$ cat config.mk
export PLATFORM = sky130hd
export DESIGN_NAME = stack_arb
export DESIGN_NICKNAME = d
export VERILOG_FILES = /design/src/rtl/stack_arb.sv
export SDC_FILE = /design/constraint.sdc
export NUM_CORES = 1
export LEC_CHECK = 0
export CAP_MARGIN = 15
export CELL_PAD_IN_SITES_DETAIL_PLACEMENT = 1
export CELL_PAD_IN_SITES_GLOBAL_PLACEMENT = 1
export CORE_AREA = 2 2 186 188
export CTS_CLUSTER_SIZE = 40
export DETAILED_ROUTE_END_ITERATION = 8
export DIE_AREA = 0 0 188 190
export PLACE_DENSITY_LB_ADDON = 0.1
export SYNTH_ARGS = -nofsm -noshare
export SYNTH_HDL_FRONTEND = slang
export SYNTH_SLANG_ARGS = --single-unit
$ cat constraint.sdc
create_clock -name clk -period 4 [get_ports clk]
set_input_delay 0.4 -clock clk [delete_from_list [all_inputs] [get_ports clk]]
set_output_delay 0.4 -clock clk [all_outputs]
set_load 0.01 [all_outputs]
$ cat src/rtl/stack_arb.sv
// stack_arb: round-robin arbiter/sequencer that shares one single-push/
// single-pop LIFO stack among REQ requesters.
//
// Each cycle at most one pending request wins. The winner's push or pop is
// issued to the stack in that same cycle through the active-low strobes. A
// registered acknowledge follows one cycle later. For a pop, the acknowledge
// carries the popped data and an underflow flag.
//
// Ports
//   clk, reset_         clock, asynchronous active-low reset
//   flush_              active-low clear, forwarded to the stack; no grants
//   req_[REQ]           per-requester request (active low), held until ack_
//   req_push[REQ]       per-requester op: 1 = push, 0 = pop
//   req_wd[REQ][DATA]   per-requester push data
//   ack_[REQ]           registered one-hot-low acknowledge
//   ack_rd, ack_err     pop data / underflow flag, valid with ack_
//   level               stack occupancy as tracked by the arbiter
//   stk_flush_, stk_push_, stk_wd, stk_pop_   stack controls
//   stk_rd, stk_v, stk_busy                   stack top data / valid / busy
module stack_arb #(
  parameter int unsigned DATA  = 64,
  parameter int unsigned DEPTH = 8,
  parameter int unsigned REQ   = 4
) (
  input  logic                     clk,
  input  logic                     reset_,
  input  logic                     flush_,
  input  logic [REQ-1:0]           req_,
  input  logic [REQ-1:0]           req_push,
  input  logic [REQ-1:0][DATA-1:0] req_wd,
  output logic [REQ-1:0]           ack_,
  output logic [DATA-1:0]          ack_rd,
  output logic                     ack_err,
  output logic [$clog2(DEPTH):0]   level,
  output logic                     stk_flush_,
  output logic                     stk_push_,
  output logic [DATA-1:0]          stk_wd,
  output logic                     stk_pop_,
  input  logic [DATA-1:0]          stk_rd,
  input  logic                     stk_v,
  input  logic                     stk_busy
);

  localparam int unsigned PW = $clog2(REQ);
  localparam int unsigned LW = $clog2(DEPTH) + 1;

  logic [PW-1:0]   rr_q, rr_d;
  logic            mask_v_q, mask_v_d;
  logic [PW-1:0]   mask_idx_q, mask_idx_d;
  logic [LW-1:0]   level_q, level_d;
  logic [REQ-1:0]  ack_q, ack_d;
  logic [DATA-1:0] ack_rd_q, ack_rd_d;
  logic            ack_err_q, ack_err_d;

  logic [REQ-1:0]  elig;
  logic            grant;
  logic [PW-1:0]   win;
  logic            push_go, pop_go;
  logic [PW:0]     sum;
  logic [PW:0]     nxt;

  // A push is withheld while the stack is full or busy. Pops always go:
  // the stack clamps its own pointer on underflow.
  always_comb begin
    elig = '0;
    for (int unsigned i = 0; i < REQ; i++) begin
      elig[i] = ~req_[i]
              & ~(mask_v_q && (mask_idx_q == PW'(i)))
              & (~req_push[i] | (~stk_busy & (level_q < LW'(DEPTH))))
              & flush_;
    end
  end

  // Search starting at rr_q, ascending with wrap-around. The first eligible
  // requester wins.
  always_comb begin
    grant = 1'b0;
    win   = '0;
    sum   = '0;
    for (int unsigned k = 0; k < REQ; k++) begin
      sum = {1'b0, rr_q} + (PW+1)'(k);
      if (sum >= (PW+1)'(REQ)) sum = sum - (PW+1)'(REQ);
      if (!grant && elig[sum[PW-1:0]]) begin
        grant = 1'b1;
        win   = sum[PW-1:0];
      end
    end
  end

  // Strobes are gated by reset_ so the stack sees nothing while in reset.
  always_comb begin
    push_go    = grant & req_push[win] & reset_;
    pop_go     = grant & ~req_push[win] & reset_;
    stk_push_  = ~push_go;
    stk_pop_   = ~pop_go;
    stk_wd     = push_go ? req_wd[win] : '0;
    stk_flush_ = flush_;
  end

  always_comb begin
    rr_d       = rr_q;
    mask_v_d   = mask_v_q;
    mask_idx_d = mask_idx_q;
    level_d    = level_q;
    ack_d      = '1;
    ack_rd_d   = '0;
    ack_err_d  = 1'b0;
    nxt        = {1'b0, win} + (PW+1)'(1);
    if (nxt >= (PW+1)'(REQ)) nxt = '0;

    if (!flush_) begin
      // Flush empties the stack. The pointer and the mask are left as they were.
      level_d = '0;
    end else begin
      mask_v_d   = grant;
      mask_idx_d = win;
      if (grant) begin
        rr_d       = nxt[PW-1:0];
        ack_d[win] = 1'b0;
        if (req_push[win]) begin
          if (level_q != LW'(DEPTH)) level_d = level_q + LW'(1);
        end else begin
          ack_rd_d  = stk_rd;
          ack_err_d = ~stk_v;
          if (level_q != '0) level_d = level_q - LW'(1);
        end
      end
    end
  end

  always_ff @(posedge clk or negedge reset_) begin
    if (!reset_) begin
      rr_q       <= '0;
      mask_v_q   <= 1'b0;
      mask_idx_q <= '0;
      level_q    <= '0;
      ack_q      <= '1;
      ack_rd_q   <= '0;
      ack_err_q  <= 1'b0;
    end else begin
      rr_q       <= rr_d;
      mask_v_q   <= mask_v_d;
      mask_idx_q <= mask_idx_d;
      level_q    <= level_d;
      ack_q      <= ack_d;
      ack_rd_q   <= ack_rd_d;
      ack_err_q  <= ack_err_d;
    end
  end

  assign ack_    = ack_q;
  assign ack_rd  = ack_rd_q;
  assign ack_err = ack_err_q;
  assign level   = level_q;

endmodule
==> run metrics <==
status finished clean; total track usage 17.6%; Clock Skew 0.00846 ns; Post-synth EDFFs 0; crit path launch type input port; placed cell area about 0.011 mm2; CTS tree done; syn nets 750; Max FO, Critical Path 7; number of fill cells in the layout approximately 3700; clock buffer depth 2; DP Cell Count 1341; Slew headroom 56.8%; Worst-Skew Late Latency about 0.34 ns; Hold Fails Final Rpt 0; dpl hpwl roughly 27000 um; Non-Filler Instances 1375; Post-Route WL between 30000 and 40000 um; Slew @ Worst Pin ~0.65 ns; CP top delay family buffers and inverters; WS Path Type input port to output port; Core Region 0.0339 mm2; Final nets 1251; Final setup viols 0; Seq cells post-synth between 70 and 80; CTS H-tree depth 3; total power 4.75 mW; initial antenna violation count 4; commonest non-fill, non-tap cell in the layout clkdlybuf4s50_1; fraction of layout cells with a size suffix above 1 between 10% and 20%; Rows 68; port bufs about 470; Die Wd between 150 and 200 um; Chip Height between 150 and 200 um; Main synth FF type dfrtp_1; Static Leak 5.04 nW; power share of the sequential group a little over a fifth; DR pass1 iterations 4; GPL Wtd Cong around 0.84; setup slack, reg-to-reg between 0.5 and 0.6 ns; clk sinks 78; Layout area overhead 119%; multi-input gate area in the final layout roughly 0.003 mm2; clock slew at reported path FFs around 0.06 ns; first-pass GRT wire length between 40000 and 50000 um; cell-internal power between 3 and 4 mW; Clock power frac around 18%; warnings from Yosys 0; CTS Buf Count 9; die area roughly 0.036 mm2; max-slew violation count 0; Switching Share 34.4%; antenna viol nets, final 0; FF+latch area between 0.0015 and 0.002 mm2; final instance area 0.0113 mm2; Initial Utilization 15.2%; f_max roughly 0.26 GHz; Routed wire per std cell 23.9 um; Buf/Inv on CP 7; Root Buffer clkbuf_16; Sw Pwr about 1.6 mW; largest net degree at the start of global routing 72; data required time of the critical path 3.60 ns; grt ovf 0; routed vias/inst ~4.1; Crit. End Element output port; sequential share of the synthesized area 38.0%; Worst path slowest cell clkdlybuf4s50_1; crit-path cells clkdlybuf4s50_1 -> and2b_1 -> buf_4 -> and2_1 -> a311oi_2 -> o22a_1 -> o31ai_4 -> nor2_4 -> clkinv_4 -> buf_12 -> buf_4 -> buf_12 -> mux4_2 -> nor2b_1 -> dlygate4sd2_1; PD cells 422 mW/mm2; vias in the first global route between 5000 and 6000; Logic pwr share between 60% and 70%; ys async rst share between 90% and 100%; worst reg2reg endpoint level[3]; worst reg2reg startpoint level[3]; distinct cell type count after synthesis 48; Max-Cap Viols 0; I/O pins around 470; slowest cell delay on critical path between 0.4 and 0.5 ns; Arrival @ worst endpoint 3.49 ns; DR iter-0 viols ~180; Hold Crit Class input port to asynchronous set/reset pin; most frequent cells in the layout 405 x clkdlybuf4s50_1, 72 x dfrtp_1, 66 x and3_1; post-layout min period roughly 3.9 ns; synthesized cell area approximately 0.005 mm2; synthesized instance count about 400; DRC Markers 0; R2R depth 14; detailed-route via count ~5600; syn avg cell area ~13 um2; post-route clock period utilization a little over nine tenths; peak supply drop around 280 uV
state kept, by name, summed over array words and instances (netlist names):
name / flops
rr_q: 2
ack_: 4
mask_v_q: 1
level: 4
ack_rd: 64
ack_err: 1
mask_idx_q: 2
power by group through the flow:
stage | Clock, mW | Combinational [mW] | Sequential, mW
floorplan | 0 | 1.38 | 1.10
global placement | 0 | 2.78 | 1.05
detailed placement | 0 | 2.77 | 1.06
CTS | 0.885 | 2.81 | 1.05
global route | 0.906 | 3.09 | 1.07
finish | 0.847 | 2.86 | 1.05
metrics by stage:
stage,util (%),setup TNS (ns),setup slack [ns],hold slack (ns)
final,33.2,0,0.113,0.540
after global routing,33.2,-0.0265,-0.0124,0.568
after CTS,32.5,-0.737,-0.0655,0.539
after detailed placement,31.4,-7.78,-0.175,0.381
after global placement,31.4,-5.61,-0.171,0.383
after floorplan,-,0,0.599,0.104
routing by layer:
metal | wire length [um] | global-route usage (%)
met1 | 13200 | 20.9
met2 | 16100 | 29.7
met3 | 3210 | 7.62
met4 | 386 | 3.33
met5 | 24 | 0
cell usage after synthesis (2+ instances only):
master / count / area [um2]
dfrtp_1: 74 / 1850
and3_1: 66 / 413
nor2b_1: 65 / 407
mux4_2: 64 / 1440
clkbuf_1: 16 / 60.1
buf_2: 14 / 70.1
nand2_1: 10 / 37.5
nand3_1: 9 / 45.0
buf_6: 7 / 78.8
o21ai_0: 7 / 35.0
ha_1: 6 / 75.1
nor3_1: 6 / 30.0
nor2_1: 5 / 18.8
o21a_1: 5 / 37.5
buf_4: 4 / 30.0
dfstp_2: 4 / 105
a21o_1: 3 / 22.5
a31oi_1: 3 / 18.8
inv_1: 3 / 11.3
mux2i_1: 3 / 30.0
xnor2_1: 3 / 26.3
a21oi_1: 2 / 10.0
a311o_1: 2 / 20.0
inv_2: 2 / 7.51
nand2b_1: 2 / 12.5
nand3b_1: 2 / 15.0
o32ai_1: 2 / 17.5
xor2_1: 2 / 17.5
layout make-up:
cell class / instances / share of cell area, %
antenna: 3 / 0.0666
multi-input combinational: 286 / 26.9
clock buffer: 10 / 2.12
tap: 455 / 5.05
inverter: 6 / 0.244
sequential: 78 / 17.4
timing repair buffer: 531 / 47.6
clock inverter: 6 / 0.600
logic make-up (layout without fill, tap and decap cells):
family	count (synthesis)	after routing	share of synthesized area, %
fa+ha+maj	6	6	1.46
compound gates	35	35	5.32
flops	78	78	38.0
buf+inv	47	553	5.13
mux	68	68	29.0
simple gates	172	172	20.2
xor+xnor	5	5	0.851
other cells	0	3	0
repair_timing:
| item | 4_1_cts | 5_1_grt |
|---|---|---|
| cloned | 0 | 1 |
| buffers inserted | 5 | 8 |
| hold endpoints to repair | 5 | 0 |
| pin swaps | 2 | 4 |
| setup endpoints to repair | 65 | 43 |
| hold buffers | 1 | 0 |
| resized for setup | 53 | 49 |
how the worst max path moves through the flow:
stage	from	cells after the start	endpoint
finish	req_[0]	15	stk_wd[53]
floorplan	level[3]	17	level[3]
global route	level[3]	11	stk_push_
CTS	stk_busy	13	stk_wd[17]
global placement	flush_	15	stk_wd[7]
detailed placement	flush_	12	stk_wd[52]
Power figures use the tool's default switching activity.
